<file path="src/rtl/pl_book_sync_ctrl.sv">
// -----------------------------------------------------------------------------
// pl_book_sync_ctrl
//
// Walks the single-symbol PL order book through the depth-sync procedure:
// clear the book, load a REST snapshot, bridge onto the live diff stream,
// then keep checking update-id continuity. Any id gap clears the book and
// asks for a fresh snapshot. This block is the only driver of the order
// book's event interface.
//
// Ports
//   clk, rst_n          system clock, asynchronous active-low reset
//   snap_valid/ready    snapshot level handshake (accepted on valid&ready)
//   snap_ev             snapshot level
//   snap_id             snapshot lastUpdateId (constant across a snapshot)
//   snap_last           last level of the snapshot
//   live_valid/ready    live diff level handshake (accepted on valid&ready)
//   live_ev             live level
//   live_first_id       message first update id U (constant across message)
//   live_last_id        message last update id u (constant across message)
//   live_last           last level of the live message
//   snap_req            level: a new snapshot is needed
//   ob_clear            one-cycle pulse: wipe the order book
//   ob_valid, ob_ev     one-cycle event strobe and event to the order book
//   synced              high while the book follows the live stream
//   gap_cnt, drop_cnt   saturating counts of gaps / stale messages dropped
// -----------------------------------------------------------------------------
package binance_depth_types;

   typedef struct packed {
      logic        side;   // 0 = bid, 1 = ask
      logic [31:0] price;
      logic [31:0] qty;
   } depth_event_t;

endpackage

module pl_book_sync_ctrl
   import binance_depth_types::*;
#(
   parameter int ID_WIDTH  = 64,
   parameter int CNT_WIDTH = 16
) (
   input  logic                 clk,
   input  logic                 rst_n,
   input  logic                 snap_valid,
   output logic                 snap_ready,
   input  depth_event_t         snap_ev,
   input  logic [ID_WIDTH-1:0]  snap_id,
   input  logic                 snap_last,
   input  logic                 live_valid,
   output logic                 live_ready,
   input  depth_event_t         live_ev,
   input  logic [ID_WIDTH-1:0]  live_first_id,
   input  logic [ID_WIDTH-1:0]  live_last_id,
   input  logic                 live_last,
   output logic                 snap_req,
   output logic                 ob_clear,
   output logic                 ob_valid,
   output depth_event_t         ob_ev,
   output logic                 synced,
   output logic [CNT_WIDTH-1:0] gap_cnt,
   output logic [CNT_WIDTH-1:0] drop_cnt
);

   typedef enum logic [2:0] {
      ST_CLEAR,
      ST_WAIT_SNAP,
      ST_LOAD_SNAP,
      ST_SYNC,
      ST_LIVE
   } state_t;

   // What happens to every beat of the live message in flight.
   typedef enum logic [1:0] {
      ACT_FWD,
      ACT_DROP,
      ACT_GAP
   } act_t;

   localparam logic [CNT_WIDTH-1:0] CNT_MAX = '1;
   localparam logic [CNT_WIDTH-1:0] CNT_ONE = CNT_WIDTH'(1);
   localparam logic [ID_WIDTH:0]    ID_ONE  = (ID_WIDTH + 1)'(1);

   state_t                state_q, state_d;
   logic                  rst_done_q;
   logic [ID_WIDTH-1:0]   base_id_q, base_id_d;
   logic [ID_WIDTH-1:0]   last_id_q, last_id_d;
   logic                  msg_start_q, msg_start_d;
   act_t                  msg_act_q, msg_act_d;
   logic                  ob_valid_q, ob_valid_d;
   depth_event_t          ob_ev_q, ob_ev_d;
   logic [CNT_WIDTH-1:0]  gap_cnt_q, gap_cnt_d;
   logic [CNT_WIDTH-1:0]  drop_cnt_q, drop_cnt_d;

   // Ids are compared one bit wider so that id+1 of an all-ones id cannot
   // wrap around and alias a small id.
   logic [ID_WIDTH:0]     first_ext, last_ext;
   logic [ID_WIDTH:0]     base_ext, base_p1;
   logic [ID_WIDTH:0]     prev_ext, prev_p1;
   act_t                  live_decision;
   act_t                  cur_act;

   assign first_ext = {1'b0, live_first_id};
   assign last_ext  = {1'b0, live_last_id};
   assign base_ext  = {1'b0, base_id_q};
   assign base_p1   = base_ext + ID_ONE;
   assign prev_ext  = {1'b0, last_id_q};
   assign prev_p1   = prev_ext + ID_ONE;

   function automatic logic [CNT_WIDTH-1:0] sat_inc(input logic [CNT_WIDTH-1:0] v);
      return (v == CNT_MAX) ? v : v + CNT_ONE;
   endfunction

   // Verdict for a message, only meaningful on its first beat.
   // SYNC bridges against the snapshot id, LIVE checks strict continuity.
   always_comb begin
      live_decision = ACT_GAP;
      if (state_q == ST_SYNC) begin
         if (last_ext <= base_ext) begin
            live_decision = ACT_DROP;
         end else if (first_ext <= base_p1) begin
            live_decision = ACT_FWD;
         end
      end else begin
         if (first_ext == prev_p1) begin
            live_decision = ACT_FWD;
         end else if (last_ext <= prev_ext) begin
            live_decision = ACT_DROP;
         end
      end
   end

   assign cur_act = msg_start_q ? live_decision : msg_act_q;

   // Next-state and output decode.
   always_comb begin
      // NOTE: every signal driven here gets a default first, so no path can
      // leave one unassigned and infer a latch.
      state_d     = state_q;
      base_id_d   = base_id_q;
      last_id_d   = last_id_q;
      msg_start_d = msg_start_q;
      msg_act_d   = msg_act_q;
      ob_valid_d  = 1'b0;
      ob_ev_d     = ob_ev_q;
      gap_cnt_d   = gap_cnt_q;
      drop_cnt_d  = drop_cnt_q;
      snap_ready  = 1'b0;
      live_ready  = 1'b0;
      snap_req    = 1'b0;
      ob_clear    = 1'b0;

      case (state_q)
         ST_CLEAR: begin
            // The first cycle out of reset is spent idle so the clear pulse
            // is never hidden under the reset itself.
            ob_clear    = rst_done_q;
            msg_start_d = 1'b1;
            if (rst_done_q) begin
               state_d = ST_WAIT_SNAP;
            end
         end

         ST_WAIT_SNAP: begin
            snap_req   = 1'b1;
            snap_ready = 1'b1;
            if (snap_valid) begin
               base_id_d  = snap_id;
               ob_valid_d = 1'b1;
               ob_ev_d    = snap_ev;
               state_d    = snap_last ? ST_SYNC : ST_LOAD_SNAP;
            end
         end

         ST_LOAD_SNAP: begin
            snap_ready = 1'b1;
            if (snap_valid) begin
               ob_valid_d = 1'b1;
               ob_ev_d    = snap_ev;
               if (snap_last) begin
                  state_d = ST_SYNC;
               end
            end
         end

         ST_SYNC, ST_LIVE: begin
            live_ready = 1'b1;
            if (live_valid) begin
               if (msg_start_q) begin
                  msg_act_d = live_decision;
                  case (live_decision)
                     ACT_FWD:  last_id_d  = live_last_id;
                     ACT_DROP: drop_cnt_d = sat_inc(drop_cnt_q);
                     default:  gap_cnt_d  = sat_inc(gap_cnt_q);
                  endcase
               end
               if (cur_act == ACT_FWD) begin
                  ob_valid_d = 1'b1;
                  ob_ev_d    = live_ev;
               end
               msg_start_d = live_last;
               if (live_last) begin
                  if (cur_act == ACT_GAP) begin
                     state_d = ST_CLEAR;
                  end else if (cur_act == ACT_FWD && state_q == ST_SYNC) begin
                     state_d = ST_LIVE;
                  end
               end
            end
         end

         default: begin
            state_d = ST_CLEAR;
         end
      endcase
   end

   always_ff @(posedge clk or negedge rst_n) begin
      if (!rst_n) begin
         state_q     <= ST_CLEAR;
         rst_done_q  <= 1'b0;
         base_id_q   <= '0;
         last_id_q   <= '0;
         msg_start_q <= 1'b1;
         msg_act_q   <= ACT_DROP;
         ob_valid_q  <= 1'b0;
         ob_ev_q     <= '0;
         gap_cnt_q   <= '0;
         drop_cnt_q  <= '0;
      end else begin
         // NOTE: non-blocking assignments so every register samples the
         // pre-edge values computed above, regardless of statement order.
         state_q     <= state_d;
         rst_done_q  <= 1'b1;
         base_id_q   <= base_id_d;
         last_id_q   <= last_id_d;
         msg_start_q <= msg_start_d;
         msg_act_q   <= msg_act_d;
         ob_valid_q  <= ob_valid_d;
         ob_ev_q     <= ob_ev_d;
         gap_cnt_q   <= gap_cnt_d;
         drop_cnt_q  <= drop_cnt_d;
      end
   end

   assign ob_valid = ob_valid_q;
   assign ob_ev    = ob_ev_q;
   assign gap_cnt  = gap_cnt_q;
   assign drop_cnt = drop_cnt_q;
   assign synced   = (state_q == ST_LIVE);

endmodule
</file>
<file path="config.mk">
export PLATFORM = sky130hd
export DESIGN_NAME = pl_book_sync_ctrl
export DESIGN_NICKNAME = d
export VERILOG_FILES = /design/src/rtl/pl_book_sync_ctrl.sv
export SDC_FILE = /design/constraint.sdc
export NUM_CORES = 1
export LEC_CHECK = 0
export ABC_AREA = 1
export ABC_CLOCK_PERIOD_IN_PS = 4600
export CAP_MARGIN = 30
export CORE_MARGIN = 2
export CORE_UTILIZATION = 30
export CTS_BUF_LIST = sky130_fd_sc_hd__clkbuf_8
export DETAILED_ROUTE_END_ITERATION = 10
export DONT_BUFFER_PORTS = 1
export SYNTH_ARGS = -nofsm -noshare
export SYNTH_HDL_FRONTEND = slang
export SYNTH_SLANG_ARGS = --single-unit
</file>
<file path="constraint.sdc">
create_clock -name clk -period 4.6 [get_ports clk]
set_input_delay 0.69 -clock clk [delete_from_list [all_inputs] [get_ports clk]]
set_output_delay 0.69 -clock clk [all_outputs]
set_load 0.02 [all_outputs]
</file>
==> summary.md <==
| Metric | Value |
|---|---|
| Required time of the critical path | `5150 ps` |
| CTS Buffer Depth | `3` |
| P per Cell Area | `630 mW/mm2` |
| RSZ-0062 raised after global routing | `yes` |
| Setup Total Neg Slack | `-65890 ps` |
| CTS tree | `built` |
| PnR worst setup slack | `-525 ps` |
| FP Rows | `94` |
| Pre-antenna DRT Iters | `7` |
| Synthesized instance count | `2976` |
| Total CTS buffers | `46` |
| Worst slew pin tran | `1190 ps` |
| Fmax | `195 MHz` |
| Die W | `262 um` |
| Initial Util | `0.304` |
| CP Capture Type | `flip-flop` |
| Prevailing post-synth register cell | `dfrtp_1` |
| Crit path from | `base_id_q[1]$_DFFE_PN0P_` |
| Final hold vios | `193` |
| WHS | `-229 ps` |
| H-Tree Depth | `2` |
| Total die area | `0.0688 mm2` |
| R2R depth | `35` |
| Hold Crit Class | `in2async` |
| Setup CP Type | `reg2reg` |
| Total Power | `15.1 mW` |
| Skew final | `56.1 ps` |
| Via count of the routed design | `20300` |
| CTS Sinks | `233` |
| FF-to-FF End | `ob_ev[19]$_DFFE_PN0P_` |
| Worst-skew pair later-pin latency | `660 ps` |
| LEAKAGE | `12.6 nW` |
| Dpl hpwl | `66100 um` |
| Max_cap viols | `0` |
| First-pass GRT wire length | `119000 um` |
| R2R setup slack | `-530 ps` |
| I/O pin cnt | `431` |
| Cell variety after synth | `48` |
| Peak supply drop | `0.391 mV` |
| Routed WL | `83100 um` |
| Slew Viols, Final | `0` |
| Final Net Count | `3668` |
| Post-synthesis sequential area ratio | `0.291` |
| Yosys warns | `0` |
| Overflow after GRT | `0` |
| Total GRT Usage | `0.226` |
| Crit-path most repeated cell | `nand2_2` |
| #FFs+latches synth | `233` |
| Final critical-path required period | `5130 ps` |
| Cell Area, Synth | `0.0200 mm2` |
| Post-route clock period utilization | `1.11` |
| Share of cells above drive strength 1 | `0.139` |
| Vias per cell | `5.02` |
| Largest net degree at the start of global routing | `234` |
| RR Startpoint | `base_id_q[1]$_DFFE_PN0P_` |
| PortBufs | `0` |
| Kind of start point of the critical path | `flip-flop` |
| Initial antenna violation count | `3` |
| Floorplan Core Area | `0.0659 mm2` |
| Mean Syn Cell Area | `6.73 um2` |
| Max-slew headroom | `0.204` |
| Number of global-route vias before repair | `19600` |
| CTS Root Cell | `clkbuf_8` |
| Number of enable flip-flop cells after synthesis | `0` |
| Critical path arrival | `5680 ps` |
| Failing checks | `negative hold slack, negative setup slack` |
| Final setup vio count | `149` |
| DR WL/cell | `20.6 um` |
| DRC Markers | `0` |
| Area growth syn-to-layout | `19.9%` |
| RD Place Congestion | `1.02` |
| Post-route ant nets | `0` |
| Fin util | `0.365` |
| Post-synth ARST share | `1.00` |
| Syn Nets | `3500` |
| Status | `finished, violations left` |
| Worst-path clk slew | `60 ps` |
| Slowest CP cell | `o21ai_0` |
| Detailed router's first-iteration violation count | `1348` |
| Worst path max stage delay | `370 ps` |
| Chip Height | `262 um` |
| CP max FO | `8` |
sequential cells by signal, indices dropped and copies added (netlist names):
register     flops
gap_cnt         16
rst_done_q       1
state_q          3
ob_valid         1
msg_start_q      1
drop_cnt        16
last_id_q       64
msg_act_q        2
base_id_q       64
ob_ev           65
worst max-delay path: cells and delay by family, from the launching register on:
family / cells / cell delay [ps]
xor+xnor: 1 / 190
buf+inv: 8 / 1020
flops: 1 / 360
fa+ha+maj: 2 / 450
compound gates: 3 / 640
simple gates: 21 / 2360
cell usage after synthesis, drive strengths merged, types with 2 or more instances:
cell type,n,area share
a21o,2,0.00075
a21oi,232,0.058
a31oi,2,0.00062
and3,3,0.00094
buf,34,0.013
clkbuf,31,0.0058
dfrtp,231,0.29
dfstp,2,0.0026
ha,196,0.12
inv,330,0.062
nand2,888,0.17
nand3,189,0.048
nand3b,8,0.0030
nand4,76,0.024
nor2,438,0.089
nor3,56,0.015
nor3b,3,0.0011
nor4,12,0.0045
o211ai,4,0.0015
o21a,4,0.0015
o21ai,64,0.016
o21bai,9,0.0034
or2,2,0.00062
xnor2,31,0.014
xor2,122,0.053
repair_timing:
item | in CTS | in global routing
resized for setup | 48 | 151
setup endpoints to repair | 150 | 150
endpoints found under the hold margin | 233 | 231
buffers inserted | 18 | 10
pin swaps | 7 | 9
gates cloned | 2 | 18
cell usage in the layout, fill, tap and decap left out, types with 11 or more instances in the layout:
master,count
buf_4,152
nand2_2,68
xor2_1,122
nand2_1,796
clkbuf_8,54
nor2_2,39
nor2_1,375
nor2_4,23
a21oi_1,229
nand2_4,22
nand4_1,76
nor3_2,11
inv_1,342
dfrtp_1,231
xnor2_1,31
nor3_1,45
nand3_1,178
o21ai_0,59
ha_1,195
how the worst max path moves through the flow:
stage                                        to  slack (ps)  cells past startpoint
after floorplan           ob_ev[12]$_DFFE_PN0P_         190                     40
after global placement    ob_ev[22]$_DFFE_PN0P_        -570                     37
after global routing      ob_ev[49]$_DFFE_PN0P_        -760                     39
after CTS                 ob_ev[61]$_DFFE_PN0P_        -410                     38
after detailed placement  ob_ev[61]$_DFFE_PN0P_        -650                     38
final                     ob_ev[19]$_DFFE_PN0P_        -530                     35
cell families after synthesis:
logic type               Yosys count  synth area share
AO/OA/AOI/OAI                    322            0.0837
XOR/XNOR                         153            0.0669
adder cells (fa/ha/maj)          196             0.122
buffers and inverters            396            0.0806
flip-flops                       233             0.291
other                              1          0.000187
AND/OR/NAND/NOR                 1675             0.355
cell type report:
| class | instances | area (um2) |
|---|---|---|
| antenna | 2 | 5.00 |
| clock buffer | 54 | 743 |
| clock inverter | 25 | 134 |
| fill | 7238 | 41900 |
| inverter | 331 | 1240 |
| multi-input combinational | 2348 | 13200 |
| sequential | 233 | 5830 |
| tap | 864 | 1080 |
| timing repair buffer | 184 | 1770 |
through the flow:
| step | setup WS, ps | cell area [um2] | instances |
|---|---|---|---|
| 2_1_floorplan | 194 | 20000 | 2976 |
| 6_report | -525 | 24000 | 4041 |
| 3_3_place_gp | -573 | 21800 | 3912 |
| 4_1_cts | -414 | 23100 | 4011 |
| 5_1_grt | -758 | 24000 | 4041 |
| 3_5_place_dp | -646 | 21800 | 3912 |
power breakdown:
part	internal, mW	leakage (nW)	switching, mW
registers	2.91	2.69	1.25
clock network	1.07	0.516	1.03
logic	3.25	9.39	5.62
layer usage:
layer / global-route usage / wire, um
met3: 0.0584 / 6250
met1: 0.253 / 31600
met4: 0.109 / 4670
met2: 0.396 / 40500
met5: 0 / 10
Power figures use the tool's default switching activity.
